==> config.mk <==
export PLATFORM = sky130hd
export DESIGN_NAME = instr_decode_stage
export DESIGN_NICKNAME = d
export VERILOG_FILES = /design/src/rtl/cpu_isa_pkg.sv /design/src/rtl/instr_field_split.sv /design/src/rtl/instr_decode_stage.sv
export SDC_FILE = /design/constraint.sdc
export NUM_CORES = 1
export LEC_CHECK = 0
export ABC_AREA = 1
export BUFFER_PORTS_ARGS = -buffer_cell sky130_fd_sc_hd__buf_2
export CELL_PAD_IN_SITES_DETAIL_PLACEMENT = 1
export CELL_PAD_IN_SITES_GLOBAL_PLACEMENT = 2
export CORE_UTILIZATION = 27
export CTS_CLUSTER_SIZE = 25
export DETAILED_ROUTE_END_ITERATION = 10
export GPL_TIMING_DRIVEN = 0
export PLACE_DENSITY_LB_ADDON = 0.1
export SYNTH_ARGS = -nofsm -noshare
export SYNTH_HDL_FRONTEND = slang
export SYNTH_SLANG_ARGS = --single-unit
==> constraint.sdc <==
create_clock -name clk -period 2.88 [get_ports clk]
set_input_delay 0.576 -clock clk [delete_from_list [all_inputs] [get_ports clk]]
set_output_delay 0.576 -clock clk [all_outputs]
set_load 0.05 [all_outputs]
==> src/rtl/cpu_isa_pkg.sv <==
`default_nettype none
// ============================================================================
// Module      : cpu_isa_pkg
// Description : Shared ISA definitions for the decode stage, FSM and ALU:
//               opcode encodings, RUN/HALT state encoding and small
//               classification helpers.
// Revision    : 1.0 - initial release
// ============================================================================
package cpu_isa_pkg;

  // Number of opcode bits the ISA actually encodes.
  localparam int ISA_OPC_W = 4;

  localparam logic [ISA_OPC_W-1:0] OPC_NOP  = 4'h0;
  localparam logic [ISA_OPC_W-1:0] OPC_ADD  = 4'h1;
  localparam logic [ISA_OPC_W-1:0] OPC_SUB  = 4'h2;
  localparam logic [ISA_OPC_W-1:0] OPC_ORR  = 4'h3;
  localparam logic [ISA_OPC_W-1:0] OPC_XORR = 4'h4;
  localparam logic [ISA_OPC_W-1:0] OPC_LD   = 4'h5;
  localparam logic [ISA_OPC_W-1:0] OPC_ST   = 4'h6;
  localparam logic [ISA_OPC_W-1:0] OPC_JMP  = 4'h7;
  localparam logic [ISA_OPC_W-1:0] OPC_BEQ  = 4'h8;
  localparam logic [ISA_OPC_W-1:0] OPC_LDI  = 4'h9;
  localparam logic [ISA_OPC_W-1:0] OPC_NOTI = 4'hA;
  localparam logic [ISA_OPC_W-1:0] OPC_HLT  = 4'hB;

  // Fetch control state: RUN accepts instructions, HALT blocks fetch.
  typedef enum logic {
    ST_RUN  = 1'b0,
    ST_HALT = 1'b1
  } run_state_e;

  // Encodings above HLT are unassigned.
  function automatic logic opc_is_legal(input logic [ISA_OPC_W-1:0] opc);
    return (opc <= OPC_HLT);
  endfunction

  // Instructions that produce a register-file write to rd.
  function automatic logic opc_writes_rd(input logic [ISA_OPC_W-1:0] opc);
    logic r;
    case (opc)
      OPC_ADD, OPC_SUB, OPC_ORR, OPC_XORR,
      OPC_LD, OPC_LDI, OPC_NOTI: r = 1'b1;
      default:                   r = 1'b0;
    endcase
    return r;
  endfunction

endpackage
`default_nettype wire

==> src/rtl/instr_field_split.sv <==
`default_nettype none
// ============================================================================
// Module      : instr_field_split
// Description : Purely combinational instruction field extraction and
//               classification. Splits the word into opcode, rd, rs1, rs2
//               and immediate; flags illegal opcodes (forcing the emitted
//               opcode to NOP), register writes and HLT.
// Ports       : instr_i      - instruction word
//               opcode_o     - opcode, NOP when illegal
//               rd_o/rs1_o/rs2_o - register index fields
//               imm_o        - immediate (low IMM_W bits, may overlap regs)
//               writes_rd_o  - instruction writes rd
//               illegal_o    - opcode outside the defined set
//               is_hlt_o     - instruction is HLT
// Revision    : 1.0 - initial release
// ============================================================================
module instr_field_split
  import cpu_isa_pkg::*;
#(
  parameter int INSTR_W = 16,
  parameter int OPC_W   = 4,
  parameter int REG_W   = 3,
  parameter int IMM_W   = 8
) (
  input  logic [INSTR_W-1:0] instr_i,
  output logic [OPC_W-1:0]   opcode_o,
  output logic [REG_W-1:0]   rd_o,
  output logic [REG_W-1:0]   rs1_o,
  output logic [REG_W-1:0]   rs2_o,
  output logic [IMM_W-1:0]   imm_o,
  output logic               writes_rd_o,
  output logic               illegal_o,
  output logic               is_hlt_o
);

  // Register fields sit directly below the opcode, MSB first.
  localparam int RD_MSB  = INSTR_W - OPC_W - 1;
  localparam int RS1_MSB = RD_MSB - REG_W;
  localparam int RS2_MSB = RS1_MSB - REG_W;

  logic [OPC_W-1:0]     w_opc_raw;
  logic [ISA_OPC_W-1:0] w_opc_isa;
  logic                 w_opc_hi_zero;
  logic                 w_legal;

  assign w_opc_raw = instr_i[INSTR_W-1 -: OPC_W];
  assign w_opc_isa = w_opc_raw[ISA_OPC_W-1:0];

  // A wider opcode field is only legal when its unused top bits are zero.
  generate
    if (OPC_W > ISA_OPC_W) begin : g_wide_opc
      assign w_opc_hi_zero = ~|w_opc_raw[OPC_W-1:ISA_OPC_W];
    end else begin : g_isa_opc
      assign w_opc_hi_zero = 1'b1;
    end
  endgenerate

  assign w_legal = w_opc_hi_zero & opc_is_legal(w_opc_isa);

  assign opcode_o    = w_legal ? w_opc_raw : '0;
  assign rd_o        = instr_i[RD_MSB  -: REG_W];
  assign rs1_o       = instr_i[RS1_MSB -: REG_W];
  assign rs2_o       = instr_i[RS2_MSB -: REG_W];
  assign imm_o       = instr_i[IMM_W-1:0];
  assign writes_rd_o = w_legal & opc_writes_rd(w_opc_isa);
  assign illegal_o   = ~w_legal;
  assign is_hlt_o    = w_legal & (w_opc_isa == OPC_HLT);

endmodule
`default_nettype wire

==> src/rtl/instr_decode_stage.sv <==
`default_nettype none
// ============================================================================
// Module      : instr_decode_stage
// Description : Registered instruction-decode pipeline stage. Accepts one
//               instruction per valid/ready handshake, decodes it through
//               instr_field_split and presents the result one cycle later.
//               A RUN/HALT FSM stops fetch after HLT until resume, and a
//               saturating counter tracks accepted illegal opcodes.
// Config      : DECODE_ILLEGAL_TRAP_EN - when defined, an accepted illegal
//               opcode also halts the stage, exactly like HLT.
// Ports       : clk, rst                 - clock, sync active-high reset
//               in_valid/in_ready/in_instr - fetch-side handshake
//               out_valid/out_ready      - decode-side handshake
//               out_opcode/out_rd/out_rs1/out_rs2/out_imm - decoded fields
//               out_writes_rd/out_illegal - classification flags
//               flush                    - drop held entry, block accept
//               resume                   - leave HALT
//               halted                   - FSM is in HALT
//               illegal_count            - saturating illegal-opcode count
// Revision    : 1.0 - initial release
// ============================================================================
module instr_decode_stage
  import cpu_isa_pkg::*;
#(
  parameter int INSTR_W = 16,
  parameter int OPC_W   = 4,
  parameter int REG_W   = 3,
  parameter int IMM_W   = 8,
  parameter int CNT_W   = 8
) (
  input  logic               clk,
  input  logic               rst,
  input  logic               in_valid,
  output logic               in_ready,
  input  logic [INSTR_W-1:0] in_instr,
  output logic               out_valid,
  input  logic               out_ready,
  output logic [OPC_W-1:0]   out_opcode,
  output logic [REG_W-1:0]   out_rd,
  output logic [REG_W-1:0]   out_rs1,
  output logic [REG_W-1:0]   out_rs2,
  output logic [IMM_W-1:0]   out_imm,
  output logic               out_writes_rd,
  output logic               out_illegal,
  input  logic               flush,
  input  logic               resume,
  output logic               halted,
  output logic [CNT_W-1:0]   illegal_count
);

  localparam logic [CNT_W-1:0] CNT_MAX = '1;

  // Decoded view of the incoming word.
  logic [OPC_W-1:0] w_opcode;
  logic [REG_W-1:0] w_rd;
  logic [REG_W-1:0] w_rs1;
  logic [REG_W-1:0] w_rs2;
  logic [IMM_W-1:0] w_imm;
  logic             w_writes_rd;
  logic             w_illegal;
  logic             w_is_hlt;

  logic             w_accept;
  logic             w_halt_req;

  // Output register.
  logic             out_valid_q;
  logic [OPC_W-1:0] opcode_q;
  logic [REG_W-1:0] rd_q;
  logic [REG_W-1:0] rs1_q;
  logic [REG_W-1:0] rs2_q;
  logic [IMM_W-1:0] imm_q;
  logic             writes_rd_q;
  logic             illegal_q;

  // FSM and counter.
  run_state_e       state_q;
  run_state_e       state_d;
  logic             halted_q;
  logic [CNT_W-1:0] illegal_count_q;
  logic [CNT_W-1:0] illegal_count_d;

  instr_field_split #(
    .INSTR_W (INSTR_W),
    .OPC_W   (OPC_W),
    .REG_W   (REG_W),
    .IMM_W   (IMM_W)
  ) u_field_split (
    .instr_i     (in_instr),
    .opcode_o    (w_opcode),
    .rd_o        (w_rd),
    .rs1_o       (w_rs1),
    .rs2_o       (w_rs2),
    .imm_o       (w_imm),
    .writes_rd_o (w_writes_rd),
    .illegal_o   (w_illegal),
    .is_hlt_o    (w_is_hlt)
  );

  // Ready depends only on registered state and the downstream/flush inputs,
  // never on in_valid or in_instr.
  assign in_ready = (state_q == ST_RUN) & (~out_valid_q | out_ready) & ~flush;
  assign w_accept = in_valid & in_ready;

`ifdef DECODE_ILLEGAL_TRAP_EN
  // Illegal opcodes trap into HALT the same way HLT does.
  assign w_halt_req = w_accept & (w_is_hlt | w_illegal);
`else
  assign w_halt_req = w_accept & w_is_hlt;
`endif

  // --------------------------------------------------------------------------
  // Output register: flush wins over accept (in_ready is already low then),
  // then load on accept, otherwise drain when downstream takes the entry.
  // Fields hold whenever nothing is loaded.
  // --------------------------------------------------------------------------
  always_ff @(posedge clk) begin
    if (rst) begin
      out_valid_q <= 1'b0;
      opcode_q    <= '0;
      rd_q        <= '0;
      rs1_q       <= '0;
      rs2_q       <= '0;
      imm_q       <= '0;
      writes_rd_q <= 1'b0;
      illegal_q   <= 1'b0;
    end else if (flush) begin
      out_valid_q <= 1'b0;
    end else if (w_accept) begin
      out_valid_q <= 1'b1;
      opcode_q    <= w_opcode;
      rd_q        <= w_rd;
      rs1_q       <= w_rs1;
      rs2_q       <= w_rs2;
      imm_q       <= w_imm;
      writes_rd_q <= w_writes_rd;
      illegal_q   <= w_illegal;
    end else if (out_ready) begin
      out_valid_q <= 1'b0;
    end
  end

  // --------------------------------------------------------------------------
  // RUN/HALT FSM. Accept is impossible in HALT, so a HLT accepted alongside
  // resume (only possible in RUN) always ends in HALT.
  // --------------------------------------------------------------------------
  always_comb begin
    state_d = state_q;
    case (state_q)
      ST_RUN:  if (w_halt_req) state_d = ST_HALT;
      ST_HALT: if (resume)     state_d = ST_RUN;
      default:                 state_d = ST_RUN;
    endcase
  end

  always_ff @(posedge clk) begin
    if (rst) begin
      state_q  <= ST_RUN;
      halted_q <= 1'b0;
    end else begin
      state_q  <= state_d;
      halted_q <= (state_d == ST_HALT);
    end
  end

  // --------------------------------------------------------------------------
  // Saturating illegal-opcode counter, stepped on accept only.
  // --------------------------------------------------------------------------
  always_comb begin
    illegal_count_d = illegal_count_q;
    if (w_accept && w_illegal && (illegal_count_q != CNT_MAX)) begin
      illegal_count_d = illegal_count_q + 1'b1;
    end
  end

  always_ff @(posedge clk) begin
    if (rst) begin
      illegal_count_q <= '0;
    end else begin
      illegal_count_q <= illegal_count_d;
    end
  end

  assign out_valid     = out_valid_q;
  assign out_opcode    = opcode_q;
  assign out_rd        = rd_q;
  assign out_rs1       = rs1_q;
  assign out_rs2       = rs2_q;
  assign out_imm       = imm_q;
  assign out_writes_rd = writes_rd_q;
  assign out_illegal   = illegal_q;
  assign halted        = halted_q;
  assign illegal_count = illegal_count_q;

endmodule
`default_nettype wire

## Word level (Yosys, flattened, before mapping)

Index checks and enable logic that the tools add are counted.

| word-level totals | value |
|---|---|
| register bits after elaboration | 33 |
| input port bits | 22 |
| output and inout port bits | 34 |
| logic and storage cells | 45 |

| cells by class | value |
|---|---|
| add/sub/neg operators | 1 |
| $lt $le $gt $ge | 1 |
| eq/ne operators | 9 |
| multiplexer cells | 7 |
| bitwise gates (word level) | 11 |
| reductions and logical operators | 6 |

Operators by type and width:

| cell | count |
|---|---|
| $eq 4x4->1 const B | 3 |
| $add 8x1->8 const B | 1 |
| $eq 4x2->1 const B | 2 |
| $eq 4x3->1 const B | 2 |
| $ne 8x8->1 const B | 1 |
| $reduce_or 7->1 | 1 |
| $and 1x1->1 | 6 |
| $mux 1 | 5 |
| $eq 4x1->1 const B | 1 |
| $le 4x4->1 const B | 1 |
| $mux 4 | 1 |
| $not 1->1 | 4 |
| $logic_and 1x1->1 | 2 |
| $pmux 1 s2 | 1 |
| $reduce_and 2->1 | 1 |
| $reduce_bool 2->1 | 1 |
| $reduce_or 2->1 | 1 |
| $or 1x1->1 | 1 |

## Logic depth before layout (Yosys ltp)

Gate-level depths: netlist (run 1).

| depth | value |
|---|---|
| depth in word-level cells | 8 |
| mapped depth | 8 |
| depth with buffers taken out | 8 |

## Hierarchy

Synthesis (run 1) repeated with hierarchy kept, for this count alone.

| unflattened totals | value |
|---|---|
| cell total of the unflattened synthesis | 230 |
| area total of the unflattened synthesis | 1604.0 um2 |

Modules (own cells, without submodules):

| module | times used | cells an instance | area each (um2) | sequential area each (um2) |
|---|---|---|---|---|
| instr_decode_stage | 1 | 197 | 1401.3 | 660.6 |
| instr_field_split | 1 | 33 | 202.7 | 0.0 |

## Worst setup path after synthesis (run 1)

Ideal clock, no wire load.

| path | value |
|---|---|
| path kind | register to output |
| start point | register out_valid_q (netlist: out_valid) |
| end point | output in_ready |
| arrival time | 1.165 ns |
| data required time | 2.304 ns |
| setup slack | 1.139 ns |
| cell stages (with the launch flop) | 4 |
| buffers on the path | 0 |
| cells stage by stage | dfxtp_1 > nand2_1 > nand2_2 > inv_1 |

| on the way | value |
|---|---|
| longest elaborated chain between the ends | 4 |

Ends and longest elaborated chain:

| what | line | RTL |
|---|---|---|
| from (decl) | instr_decode_stage.sv:67 | `logic out_valid_q;` |
| from (signal assigned) | instr_decode_stage.sv:119 | `out_valid_q <= 1'b0;` |
| from (signal assigned) | instr_decode_stage.sv:128 | `out_valid_q <= 1'b0;` |
| from (signal assigned) | instr_decode_stage.sv:130 | `out_valid_q <= 1'b1;` |
| $not 1->1 | instr_decode_stage.sv:102 | `assign in_ready = (state_q == ST_RUN) & (~out_valid_q \| out_ready) & ~flush;` |
| $or 1x1->1 | instr_decode_stage.sv:102 |  |
| $and 1x1->1 (2 in series) | instr_decode_stage.sv:102 |  |
| to (decl) | instr_decode_stage.sv:34 | `output logic in_ready,` |

Every way passes these cells.

## Worst setup path in the final report (run 1)

| path | value |
|---|---|
| start point | input out_ready |
| end point | output in_ready |

| on the way | value |
|---|---|
| longest elaborated chain between the ends | 3 |

Ends and longest elaborated chain:

| what | line | RTL |
|---|---|---|
| from (decl) | instr_decode_stage.sv:37 | `input logic out_ready,` |
| $or 1x1->1 | instr_decode_stage.sv:102 |  |
| $and 1x1->1 (2 in series) | instr_decode_stage.sv:102 |  |

Every way passes these cells.

==> results of run 1 <==
-- power breakdown --
| part | internal, mW | switching (mW) |
|---|---|---|
| clock | 0.122 | 0.121 |
| sequential | 0.400 | 0.00870 |
| combinational | 0.0487 | 0.120 |
-- sequential cells by signal (all words and copies together) (netlist names) --
name / cells
out_rs2: 2
out_writes_rd: 1
out_rs1: 3
out_imm: 4
out_opcode: 4
halted: 1
out_rd: 3
out_illegal: 1
illegal_count: 8
out_valid: 1
-- layout by cell type, fill, tap and decap left out --
cell / n
buf_2: 57
nand2_1: 50
dfxtp_1: 28
inv_1: 16
nor2_1: 16
a21oi_1: 15
nand2_2: 12
nand3_1: 12
a21oi_2: 8
buf_4: 6
clkbuf_8: 4
nand4_1: 3
nor2_4: 2
clkbuf_1: 2
o21ai_0: 2
nor3_1: 2
nor2_8: 1
buf_12: 1
nand3_2: 1
nor3_2: 1
nand3_4: 1
xor2_1: 1
xnor2_1: 1
a211oi_1: 1
ha_1: 1
-- cells by family (layout without fill, tap and decap cells) --
| family | count (synthesis) | after routing | share of synthesized area, % |
|---|---|---|---|
| flops | 28 | 28 | 40.4 |
| simple gates | 101 | 101 | 35.4 |
| buf+inv | 27 | 86 | 10.3 |
| xor+xnor | 2 | 2 | 1.26 |
| compound gates | 26 | 26 | 11.7 |
| fa+ha+maj | 1 | 1 | 0.902 |
-- Yosys cell counts, drive strengths merged --
cell / number
nand3: 14
nor3: 3
o21ai: 2
dfxtp: 28
inv: 16
nand4: 3
nor2: 19
clkbuf: 2
ha: 1
buf: 9
xnor2: 1
nand2: 62
xor2: 1
a21oi: 23
a211oi: 1
-- worst min-delay path: cells and delay by family, from the launching register on --
family / cells / cell delay [ns]
AO/OA/AOI/OAI: 1 / 0.05
AND/OR/NAND/NOR: 1 / 0.06
flip-flops: 1 / 0.32
-- final cells by class --
class                   count  area, um2
plain buffers              11       82.6
repair buffers             55        275
flip-flops and latches     28        561
fillers                   637       3050
well taps                  67       83.8
inverters                  16       60.1
multi-input cells         130        684
clock buffers               4       55.1
-- through the flow --
stage	setup slack [ns]	util [%]	hold WS, ns	total power [mW]	instance area [um2]
floorplan	1.14	-	0.645	0.539	1390
global placement	1.07	36.0	0.453	0.589	1750
detailed placement	1.07	36.0	0.454	0.590	1750
CTS	1.07	37.2	0.470	0.838	1800
global route	1.01	37.2	0.487	0.865	1800
finish	1.09	37.2	0.466	0.820	1800
-- worst max path at each step --
stage | to | slack, ns | cells past startpoint
after CTS | in_ready | 1.07 | 6
after detailed placement | in_ready | 1.07 | 6
after global placement | in_ready | 1.07 | 6
after global routing | in_ready | 1.01 | 6
final | in_ready | 1.09 | 6
after floorplan | in_ready | 1.14 | 3
-- routing by layer --
metal | track usage [%] | part of all wire, % | vias up
met5 | 0 | 0 | -
met4 | 3.21 | 0.64 | 0
met3 | 3.16 | 3.5 | 2
met2 | 24.9 | 51 | 25
met1 | 17.6 | 45 | 631
li1 | - | - | 699
==> run metrics, run 1 <==
num ports=56; fmax=0.559 GHz; crit end category=primary output; WS Path Type=primary input to primary output; worst-path cell chain=buf_2 > inv_1 > nand2_1 > nand2_2 > inv_1 > buf_2; Port-buffer cells=55; drt via density=4.36; Startpoint Class=primary input; final hold viol count=0; Worst Tran Pin Value=0.571 ns; Peak VDD IR=243 uV; share of layout cells above drive strength 1=38.5%; max-cap viol count=0; Slowest cell on crit path=buf_2; HPWL after DPL=2.75 mm; WHS Path Cells=2; clk_lat worst skew=0.27 ns; number of clock sinks=28; count of cell types in the netlist=24; grt ovf=0; antenna violations before repair=0; #FFs+latches synth=28; RSZ-0062 raised after global routing=no; CP Max Fanout=3; vias in the first global route=1,300; status=completed; Hold Crit Start=out_rd[2]; CTS root buffer=clkbuf_8; reg-to-reg setup timing slack=1.35 ns; first-pass GRT wire length=5.89 mm; Remaining DRCs=0; R2R cell count=7; TritonRoute pass-1 iters=4; WL final=3.57 mm; top cells by area, synth=dfxtp_1 40%, nand2_1 14%, a21oi_1 5.4%; die width=73.7 um; Min-Delay Endpoint=out_rd[2]; register area share after synthesis=40.4%; GP Congestion=0.699; hold buffer count at cts=0; final max-slew violation count=0; Fin Setup TNS=0 ns; final period utilization=62.2%; Final #Nets=268; buffer and inverter count on the worst path=4; Yosys top cell area share=40.4%; R2R Path Start=illegal_count[0]; Fin Clk Skew=0.00364 ns; Post-DRT Antenna Nets=0; post-layout min period=1.79 ns; core area=4850 um2; Yosys top cell by area=dfxtp_1; Hold Path Class=flop to flop; Req. time, crit path=2.30 ns; Area growth syn-to-layout=29.8%; Power Density=455 nW/um2; Mapped Nets=208; CTS tree=done; die area=5430 um2; Die Ht=73.7 um; post-CTS setup buffers=0; non-filler cells, final=311; routed via count=1,357; initial core utilization=28.6%; critical path's top delay family=buffers and inverters; Diodes inserted=0; site row count=25; average size of a mapped cell=7.50 um2; H-tree Lvls=1; Crit path largest cell delay=0.25 ns; CTS Buf Count=3; Critical Path Source=out_ready; largest net degree at the start of global routing=16; Starting DRT DRC Count=52; Max-slew headroom=61.9%; worst r2r dst=illegal_count[4]; total track usage=14.2%; Worst Path Arrival=1.21 ns; clock transition at the registers of the reported paths=0.10 ns; Final Setup Violations=0; per-cell routed wire length=11.5 um; Gates resized, CTS repair=0; maximum buffer depth of the clock tree=2; leak pwr=0.845 nW; Ys Warns=0; placed cell count=307; post-synthesis cell count=185; Cell Area, Synth=1390 um2
Power figures use the tool's default switching activity.
==> inputs of run 2 (changes only) <==
--- a/config.mk
+++ b/config.mk
@@ -9,7 +9,7 @@
 export BUFFER_PORTS_ARGS = -buffer_cell sky130_fd_sc_hd__buf_2
 export CELL_PAD_IN_SITES_DETAIL_PLACEMENT = 1
 export CELL_PAD_IN_SITES_GLOBAL_PLACEMENT = 2
-export CORE_UTILIZATION = 27
+export CORE_UTILIZATION = 23
 export CTS_CLUSTER_SIZE = 25
 export DETAILED_ROUTE_END_ITERATION = 10
 export GPL_TIMING_DRIVEN = 0
==> constraint.sdc (replaced) <==
create_clock -name clk -period 1.4 [get_ports clk]
set_input_delay 0.28 -clock clk [delete_from_list [all_inputs] [get_ports clk]]
set_output_delay 0.28 -clock clk [all_outputs]
set_load 0.05 [all_outputs]
==> run 2 against run 1 <==
Effect of this change:
- hold slack got worse by 0.26 ns
- core utilization decreased by 4.5 points
- via count decreased by 0.37%
- final cell count increased by 1.6%
- sequential power increased by 100%
- sequential share of layout area decreased by 0.072 points
- clock skew decreased by 0.0027 ns
- critical endpoint unchanged
- highest routed layer unchanged
==> run metrics, run 2 (synthesis results as in run 1) <==
status=completed (unchanged); Fin Clk Skew=0.000990 ns (was 0.00364 ns); total track usage=12.7% (was 14.2%); WL final=3.76 mm (was 3.57 mm); core area=5680 um2 (was 4850 um2); first-pass GRT wire length=6.33 mm (was 5.89 mm); Slowest cell on crit path=dfxtp_4 (was buf_2); Port-buffer cells=55 (unchanged); die width=79.7 um (was 73.7 um); Metal-1 WL=1.70 mm (was 1.61 mm); Post-DP Area=1760 um2 (was 1750 um2); CTS Buf Count=3 (unchanged); Remaining DRCs=0 (unchanged); most common cell after layout, fill and taps aside=buf_2 (unchanged); clock transition at the registers of the reported paths=0.10 ns (about the same); CP Max Fanout=3 (unchanged); post-CTS setup buffers=0 (unchanged); GP Congestion=0.691 (was 0.699); top sig layer=met4 (unchanged); TritonRoute pass-1 iters=3 (was 4); Clock Power Share=30.0% (was 29.6%); post-layout min period=1.34 ns; routed via count=1,352 (was 1,357); Crit path largest cell delay=0.37 ns (was 0.25 ns); buffer and inverter count on the worst path=2 (was 4); Final Setup Violations=0 (unchanged); met3 wire length=131 um (was 126 um); Worst Path Arrival=1.06 ns (was 1.21 ns); final hold viol count=0 (unchanged); drt via density=4.28 (was 4.36); num ports=56 (unchanged); final max-slew violation count=0 (unchanged); Area growth syn-to-layout=33.6% (was 29.8%); max FFs per register=8 (unchanged); Final #Nets=268 (unchanged); Hold Path Class=primary input to flop (was flop to flop); crit end category=primary output (unchanged); share of layout cells above drive strength 1=41.8% (was 38.5%); grt ovf=0 (unchanged); clk_lat worst skew=0.27 ns (about the same); # fillers=738 (was 637); Peak VDD IR=620 uV (was 243 uV); sw frac=30.8% (was 30.3%); CTS root buffer=clkbuf_8 (unchanged); worst-path cell chain=nor2_4 > nand2_4 > inv_1 > buf_6 (was buf_2 > inv_1 > nand2_1 > nand2_2 > inv_1 > buf_2); Power Density=916 nW/um2 (was 455 nW/um2); largest net degree at the start of global routing=16 (unchanged); Max-slew headroom=62.3% (was 61.9%); WS Path Type=flop to primary output (was primary input to primary output); cell area after layout=1850 um2 (was 1800 um2); HPWL after DPL=2.93 mm (was 2.75 mm); most frequent cells in the layout=56 x buf_2, 49 x nand2_1, 22 x dfxtp_1 (was 57 x buf_2, 50 x nand2_1, 28 x dfxtp_1); Starting DRT DRC Count=36 (was 52); site row count=27 (was 25); Diodes inserted=0 (unchanged); Startpoint Class=flop (was primary input); Worst Tran Pin Value=0.565 ns (was 0.571 ns); WL met2=1.91 mm (was 1.81 mm); maximum buffer depth of the clock tree=2 (unchanged); hold buffer count at cts=0 (unchanged); number of clock sinks=28 (unchanged); internal power=1.18 mW (was 0.572 mW); critical path's top delay family=flip-flops (was buffers and inverters); switching pwr=0.524 mW (was 0.249 mW); H-tree Lvls=1 (unchanged); final period utilization=95.4%; Min Hold Slack=0.208 ns (was 0.466 ns); vias in the first global route=1,317 (was 1,300); antenna violations before repair=0 (unchanged); CTS tree=done (unchanged); Die Ht=79.7 um (was 73.7 um); combinational share of power=20.7% (was 20.5%); fmax=0.749 GHz; per-cell routed wire length=11.9 um (was 11.5 um); Post-DRT Antenna Nets=0 (unchanged); initial core utilization=24.4% (was 28.6%); leak pwr=0.864 nW (was 0.845 nW); utilization after layout=32.7% (was 37.2%); max-cap viol count=0 (unchanged); Req. time, crit path=1.12 ns (was 2.30 ns); Flop pwr share=49.3% (was 49.9%); RSZ-0062 raised after global routing=no (unchanged); die area=6350 um2 (was 5430 um2)
[run 2: cell counts in the layout (fill, tap and decap cells not counted)]
No cell type changed its count.
[run 2: timing repair]
action | in CTS | in global routing
pin swaps | 0 | 2
gates resized for setup | 4 | 5
endpoints found under the setup margin | 3 | 7
[run 2: area by class of cell]
class / count / area (um2) / area share [%]
inverters: 16 / 60.1 / 3.24
repair buffers: 55 / 282 / 15.2
plain buffers: 11 / 82.6 / 4.45
well taps: 72 / 90.1 / 4.86
clock buffers: 4 / 55.1 / 2.97
multi-input cells: 130 / 709 / 38.3
flip-flops and latches: 28 / 576 / 31.0
[run 2: stage by stage]
stage,total power [mW],setup TNS [ns],std cells,setup slack (ns)
2_1_floorplan,1.11,0,185,0.00810
6_report,1.70,0,316,0.0645
5_1_grt,1.79,0,316,0.0100
3_3_place_gp,1.21,-0.0320,312,-0.0163
4_1_cts,1.74,0,316,0.0121
3_5_place_dp,1.21,0,312,0.0130
[run 2: per-layer routing]
metal  vias up  track usage (%)
li1        702                -
met1       626             15.8
met2        22             22.6
met3         2             2.86
met4         0             1.64
met5         -                0
[run 2: power by group through the flow]
stage | sequential [mW] | combinational, mW | clock [mW]
6_report | 0.838 | 0.352 | 0.510
3_3_place_gp | 0.858 | 0.353 | 0
5_1_grt | 0.842 | 0.382 | 0.569
4_1_cts | 0.840 | 0.357 | 0.538
2_1_floorplan | 0.953 | 0.154 | 0
3_5_place_dp | 0.858 | 0.354 | 0
[run 2: final timing paths]
path,startpoint,endpoint,slack [ns],cells after the start
worst max-delay path,halted,in_ready,0.06,4
worst min-delay path,flush,out_valid,0.21,2
worst max register to register,illegal_count[0],illegal_count[1],0.14,7
worst min register to register,out_illegal,out_illegal,0.47,2
